### config.mk
export PLATFORM = sky130hd
export DESIGN_NAME = pi_row_fetcher
export DESIGN_NICKNAME = d
export VERILOG_FILES = /design/src/rtl/pi_row_fetcher.sv
export SDC_FILE = /design/constraint.sdc
export NUM_CORES = 1
export LEC_CHECK = 0
export CORE_MARGIN = 4
export CORE_UTILIZATION = 40
export DETAILED_ROUTE_END_ITERATION = 6
export GPL_TIMING_DRIVEN = 0
export PLACE_DENSITY = 0.67
export SYNTH_ARGS = -nofsm -noshare
export SYNTH_HDL_FRONTEND = slang
export SYNTH_SLANG_ARGS = --single-unit
### constraint.sdc
create_clock -name clk -period 3.3 [get_ports clk]
set_input_delay 0.33 -clock clk [delete_from_list [all_inputs] [get_ports clk]]
set_output_delay 0.33 -clock clk [all_outputs]
set_load 0.02 [all_outputs]
### src/rtl/pi_row_fetcher.sv
// rtl/pi_row_fetcher.sv - steps a pi digit engine through one row of indices and writes the settled digits to a row buffer
module pi_row_fetcher #(
  parameter int              N         = 17,
  parameter int              COLS      = 80,
  parameter int              SETTLE    = 16,
  parameter longint unsigned MAX_INDEX = (64'd1 << N) - 64'd1,
  localparam int             AW        = (COLS > 1) ? $clog2(COLS) : 1
) (
  input  logic          clk,
  input  logic          rst_n,
  input  logic          start,
  input  logic          abort,
  input  logic [N-1:0]  base_index,
  output logic          busy,
  output logic          done,
  output logic [N-1:0]  pi_index,
  input  logic [3:0]    pi_digit,
  output logic          wr_en,
  output logic [AW-1:0] wr_addr,
  output logic [3:0]    wr_data
);

  localparam int            SW      = $clog2(SETTLE);
  localparam logic [SW-1:0] SC_LAST = SW'(SETTLE - 1);
  localparam logic [AW-1:0] COL_LAST = AW'(COLS - 1);
  localparam logic [N:0]    MAX_I   = MAX_INDEX[N:0];

  typedef enum logic {
    IDLE  = 1'b0,
    ISSUE = 1'b1
  } state_t;

  state_t        state;
  logic [SW-1:0] sc;
  logic [AW-1:0] col;
  logic          out_of_range;

  // Indices at or beyond MAX_INDEX have no stored digit and are written as 4'hF at once.
  assign out_of_range = ({1'b0, pi_index} >= MAX_I);
  assign busy         = (state == ISSUE);

  // Fetch sequencer: hold each index SETTLE cycles, then write the sampled digit and advance.
  always_ff @(posedge clk or negedge rst_n) begin
    if (!rst_n) begin
      state    <= IDLE;
      sc       <= '0;
      col      <= '0;
      pi_index <= '0;
      wr_en    <= 1'b0;
      wr_addr  <= '0;
      wr_data  <= '0;
      done     <= 1'b0;
    end else begin
      wr_en <= 1'b0;
      done  <= 1'b0;
      case (state)
        IDLE: begin
          if (start && !abort) begin
            state    <= ISSUE;
            pi_index <= base_index;
            sc       <= '0;
            col      <= '0;
          end
        end
        ISSUE: begin
          if (abort) begin
            state <= IDLE;
          end else if (out_of_range || sc == SC_LAST) begin
            wr_en    <= 1'b1;
            wr_addr  <= col;
            wr_data  <= out_of_range ? 4'hF : pi_digit;
            pi_index <= pi_index + 1'b1;
            col      <= col + 1'b1;
            sc       <= '0;
            if (col == COL_LAST) begin
              state <= IDLE;
              done  <= 1'b1;
            end
          end else begin
            sc <= sc + 1'b1;
          end
        end
        default: state <= IDLE;
      endcase
    end
  end

endmodule

-- Word-level counts from Yosys, hierarchy flattened
Cells that the tools add are included.
- memories kept: 0
- bits in latches: 0
- register bits after elaboration: 42
- memory bits (writable): 0
- output and inout bits: 31
- bits in read-only memories: 0
- input bits: 25
- multiplexer cells: 25
- reduce and logical (&&, ||, !) cells: 6
- magnitude comparators: 1
- divide/modulo/power cells: 0
- $add $sub $neg: 3
- shifts and indexed selects: 0
- eq/ne operators: 5
- multiply operators: 0
- bitwise operators: 2
- operator list (operator ; number):
    17-bit 2-to-1 mux ; 3
    17-bit one-hot mux with 2 select lines ; 1
    7-bit 2-to-1 mux ; 3
    17-bit by 1-bit adder with 17-bit output, second input constant ; 1
    17-bit >= comparator, second input constant ; 1
    4-bit 2-to-1 mux ; 4
    7-bit one-hot mux with 2 select lines ; 1
    1-bit 2-to-1 mux ; 11
    4-bit one-hot mux with 2 select lines ; 1
    7-bit by 1-bit adder with 7-bit output, second input constant ; 1
    7-bit equality test, second input constant ; 1
    3-bit AND reduction ; 2
    4-bit by 1-bit adder with 4-bit output, second input constant ; 1
    4-bit equality test, second input constant ; 1
    2-bit inequality test, second input constant ; 2
    2-bit by 1-bit inequality test with 1-bit output, second input constant ; 1
    1-bit NOT ; 2
    1-bit one-hot mux with 2 select lines ; 1
    2-bit AND reduction ; 1
    1-bit logical AND ; 1
    1-bit zero test ; 1
    1-bit logical OR ; 1

-- Longest topological paths before layout
- depth in word-level cells: 5
- gate-level depth with buffers: 11
- gate-level depth less buffers: 10

-- Worst setup path before layout
OpenSTA, ideal clock, no wires.
- path kind: reg2reg
- start point: reg pi_index[0]
- end point: reg wr_addr[0]
- path slack: 989 ps
- arrival time: 2186 ps
- stages on the path, launching flop included: 11
- path buffers: 1
- period minus slack after synthesis: 2311 ps
- cell sequence: dfrtp_1 -> ha_1 -> nand4_1 -> nor3_1 -> nand2_1 -> nor2_1 -> ha_1 -> a211o_1 -> buf_6 -> nand2_8 -> mux2_4
- word-level cells in the longest chain between the ends: 3
- RTL lines (element ; RTL line ; source):
    start, declared ; 16 ; output logic [N-1:0] pi_index,
    start signal, assigned ; 60 ; pi_index <= base_index;
    start signal, assigned ; 72 ; pi_index <= pi_index + 1'b1;
    17-bit >= comparator ; 39 ; assign out_of_range = ({1'b0, pi_index} >= MAX_I);
    1-bit logical OR ; 68 ; end else if (out_of_range || sc == SC_LAST) begin
    3-bit AND reduction (no source line) ; - ;
    end signal, assigned ; 70 ; wr_addr <= col;
    end, declared ; 19 ; output logic [AW-1:0] wr_addr,
No other way between the ends.
A chain may end at the register's enable or synchronous reset.

-- Worst setup path after layout
- start point: reg pi_index[0]
- end point: reg pi_index[14]
- word-level cells in the longest chain between the ends: 4
- elaborated cells on any way between the ends: 8
- RTL lines (element ; RTL line):
    17-bit by 1-bit adder with 17-bit output / 17-bit >= comparator (equally long branches) ; 72, 39
    17-bit 2-to-1 mux / 1-bit logical OR (equally long branches) ; 68
    17-bit 2-to-1 mux / 2-bit by 1-bit inequality test with 1-bit output (equally long branches) ; -
    17-bit one-hot mux with 2 select lines / 3-bit AND reduction (equally long branches) ; -
Parallel ways exist; a longest one is shown, timed or not. The select of a mux whose other input is x is not followed.

==> results <==
- The violation count after the first detailed-routing iteration is between 100 and 150.
- Row generation in the floorplan step produced 27 rows.
- The main combinational cell family by area after synthesis is compound AO/OA/AOI/OAI gates.
- The routed design has a little under 6000 um of wire.
- The total global routing track utilization is between 10% and 20%.
- The critical path is of the reg -> reg type.
- The endpoint arrival time on the critical path is between 2 and 3 ns.
- The number of antenna diodes in the final layout is 0.
- By area the synthesized netlist is led by dfrtp_1 (46%), a21oi_1 (6.1%), mux2_4 (4.6%).
- The tree built by TritonCTS fans out to 42 sinks.
- In the synthesized netlist, the cells that appear most often are dfrtp_1 (42), a21oi_1 (28), nand2_1 (26).
- The largest area contributor in the synthesized netlist is dfrtp_1.
- In this run, synthesis inferred 0 flip-flops with an integrated enable.
- The actual slew at the worst max-slew pin is between 0.7 and 0.8 ns.
- The maximum fanout count along the critical path is 10.
- dfrtp_1 is the most common cell in the netlist.
- The final critical path takes up between 80 and 90% of the cycle.
- The analysis attributes to net switching a power of roughly 480 uW.
- The root buffer cell chosen for the clock tree is clkbuf_8.
- In this run the cell area measured after placement is approximately 2900 um^2.
- After synthesis the cells add up to 2290 um^2.
- In the final layout, the share of cells above drive strength 1 is a little under a tenth.
- The number of instances in the synthesized netlist is 239.
- Synthesis produced a netlist with a net count of 268.
- In the synthesized netlist the dominant register cell turns out to be dfrtp_1.
- The warning count from the yosys run is 0.
- Of the total synthesized cell area, the portion taken by XOR and XNOR cells is less than 1%.
- The pin count of the biggest net entering global routing is 30.
- Fill cells in the final layout number 513.
- Net switching is 33.8% of the power.
- The post-synthesis compound-gate area fraction is ~22%.
- The placed wire-length estimate is about 4300 um.
- The count of TritonRoute iterations in the first routing pass is 5.
- The startpoint of the most critical register-to-register path is pi_index[0].
- Setup repair after global routing left no endpoint under its margin.
- In this run the power density over the cells is roughly 460 nW/um^2.
- The clock insertion delay at the later pin of the skew report is 0.30 ns.
- The last weighted congestion value of the routability-driven placer is 0.821.
- The number of global-route vias before repair came to 2130.
- The clock-pin slew on the worst setup and hold paths is approximately 0.08 ns.
- The post-synthesis average cell area is 9.58 um^2.
- Detailed routing inserted a total of ~2100 vias.
- The worst pin sits at a relative slew slack of between 40% and 50%.
- Counting I/O delays and the setup requirement, the final critical path takes 2.72 ns.
- The antenna violation net count after detailed routing is 0.
- The layout overhead on the synthesized area is 33.1%.
- STA puts the critical path data required time at 3.46 ns.
- The buffer depth of the longest clock path is 2.
- Adding up every negative setup slack in the final design gives 0 ns.
- Measured along the y axis, the die boundary spans roughly 84 um.
- The share of the yosys chip area belonging to registers is between 40% and 50%.
- Setup violations remaining at the end of the flow were counted as 0.
- The number of maximum-capacitance violations is 0.
- The final hold violation count is 0.
- The total number of H-tree levels is 2.
- The type of element launching the critical path is a register.
- The design draws 1.41 mW.
- The mean number of vias per cell is 5.59.
- The type of element capturing the critical path is a register.
- The finished cells cover a little over 3000 um^2.
- The flow ran to the end, and the final reports show no timing, DRC or antenna violations.
- The count of buffers added on input and output ports is 55.
- The most critical setup path has its startpoint at pi_index[0].
- Yosys mapped the design onto 43 distinct sky130hd cell types.
- The maximum VDD drop is ~0.18 mV.
- The number of design rule violations left after detail routing is 0.
- For this run, asynchronously set or reset flops after synthesis account for 100%.
- The max-slew violation count is 0.
- The area of the die is 7000 um^2.
- The static leakage is 1.30 nW.
- The first-pass GRT wire length is roughly 10000 um.
- The tightest hold margin is between 0.4 and 0.5 ns.
- Once the clock tree was built, the resizer swapped 0 gates to a different size.
- Of the total synthesized cell area, the portion taken by AND, OR, NAND and NOR gates is approximately a fifth.
- After Yosys synthesis, full adders, half adders and majority gates account for 2.19% of the synthesized area.
- The aggregate global routing overflow is 0.
- Post-CTS timing repair inserted 0 buffers for setup.
- The floorplan step set the die width to roughly 84 um.
- Clock tree synthesis inserted a total of 5 buffers.
- The number of antenna violations at the first check in global routing is 0.
- Internal power comes to approximately 930 uW.
- The initial cell density of the core is ~41%.
- For this run, the top clock speed supported by timing is 0.368 GHz.
- The routed wire length per instance is roughly 16 um.
- 56 I/O pins were placed.
- The part of the power in combinational logic is approximately 29%.
- The post-synthesis register bit count is 42.
- The final layout net count is ~330.
- The maximum clock skew at final layout is roughly 0.0055 ns.
- After synthesis, the share of cell area in mux cells is a little under 7%.
- TritonCTS built the clock tree.
- The clock network burns between 20% and 30% of the power.
- The path class of the tightest hold or removal check is in -> async.
- The top-area cell type share of the netlist area is a little under half.
- The sequential cell fraction of total power is roughly 46%.
- After floorplanning, the core was sized to cover around 5500 um^2.
==> per-stage QoR <==
stage,util (%),cells,worst slack (ns)
2_1_floorplan,-,239,0.989
5_1_grt,55.0,376,0.326
6_report,55.0,376,0.584
3_3_place_gp,52.9,366,0.631
4_1_cts,55.0,376,0.589
3_5_place_dp,53.1,367,0.626
==> layer usage <==
layer	vias up	global-route usage [%]	share of wire, %
met5	-	0	0
met2	62	28.9	47
li1	1020	-	-
met4	0	4.82	1.1
met1	1013	23.9	46
met3	8	4.54	6.1
==> flip-flops by register name, summed over array words and instances, names as in the netlist <==
signal	flops
done	1
wr_en	1
pi_index	17
sc	4
wr_data	4
wr_addr	7
col	7
busy	1
==> critical path, cell delays in order (launching register included) <==
cell,delay [ns]
dfrtp_1,0.42
ha_1,0.24
nand4_1,0.14
nor3_1,0.38
nand2_1,0.17
nor2_1,0.14
ha_1,0.22
o31a_1,0.20
a21o_1,0.11
clkbuf_1,0.42
a2bb2oi_1,0.13
==> kinds of logic (layout without fill, tap and decap cells) <==
family,count (synthesis),in the layout
xor gates and xnor gates,1,1
muxes,12,12
buffers and inverters,17,82
AOI/OAI and AO/OA,80,80
adders and majority gates,4,4
and+or+nand+nor,83,83
DFF,42,42
==> layout make-up <==
type / instances / area [um^2] / area share (%)
flip-flops and latches: 42 / 1050 / 34.5
plain buffers: 13 / 61.3 / 2.01
clock buffers: 7 / 86.3 / 2.83
multi-input cells: 180 / 1160 / 38.1
well taps: 72 / 90.1 / 2.96
clock inverters: 1 / 5.00 / 0.164
repair buffers: 57 / 576 / 18.9
inverters: 4 / 15.0 / 0.493
==> layout by cell type (no fill, tap or decap), drive strengths merged <==
cell type | synthesis | routed
a21o | 2 | 2
nand4 | 6 | 6
clkdlybuf4s50 | 0 | 54
xor2 | 1 | 1
a32o | 3 | 3
o32ai | 2 | 2
clkbuf | 6 | 13
and2 | 1 | 1
a41oi | 1 | 1
nor4b | 1 | 1
mux2i | 4 | 4
and3 | 7 | 7
dlygate4sd3 | 0 | 1
dfrtp | 42 | 42
o31ai | 1 | 1
a21oi | 29 | 29
inv | 4 | 4
ha | 4 | 4
a2bb2oi | 4 | 4
o22a | 2 | 2
buf | 7 | 9
a22o | 2 | 2
o21ba | 1 | 1
mux2 | 8 | 8
o31a | 1 | 1
nor3 | 2 | 2
nand2 | 27 | 27
o21ai | 14 | 14
o22ai | 10 | 10
nand3 | 15 | 15
nand2b | 1 | 1
or3 | 2 | 2
nor4 | 1 | 1
a211o | 1 | 1
nand4b | 2 | 2
nor2 | 18 | 18
a31o | 1 | 1
a31oi | 6 | 6
clkinv | 0 | 1
==> power groups by stage <==
stage | registers, mW | clock network, mW | logic (mW)
final | 0.650 | 0.356 | 0.404
after CTS | 0.649 | 0.363 | 0.408
after global placement | 0.658 | 0 | 0.397
after floorplan | 0.703 | 0 | 0.168
after global routing | 0.663 | 0.387 | 0.442
after detailed placement | 0.660 | 0 | 0.406
==> path summary, 6_finish.rpt <==
kind / to / slack (ns) / cells after the start
max: pi_index[14] / 0.58 / 10
min: pi_index[6] / 0.46 / 2
max reg2reg: pi_index[14] / 0.58 / 10
min reg2reg: wr_addr[1] / 0.51 / 1
max in group asynchronous: col[2] / 2.36 / 3
min in group clk: wr_addr[1] / 0.51 / 1
==> what timing repair did <==
| action | CTS | global route |
|---|---|---|
| hold buffers | 1 | 0 |
| setup endpoints to repair | 0 | 0 |
| hold endpoints to repair | 13 | 0 |
Note: power is estimated with default switching activity, not from simulation.
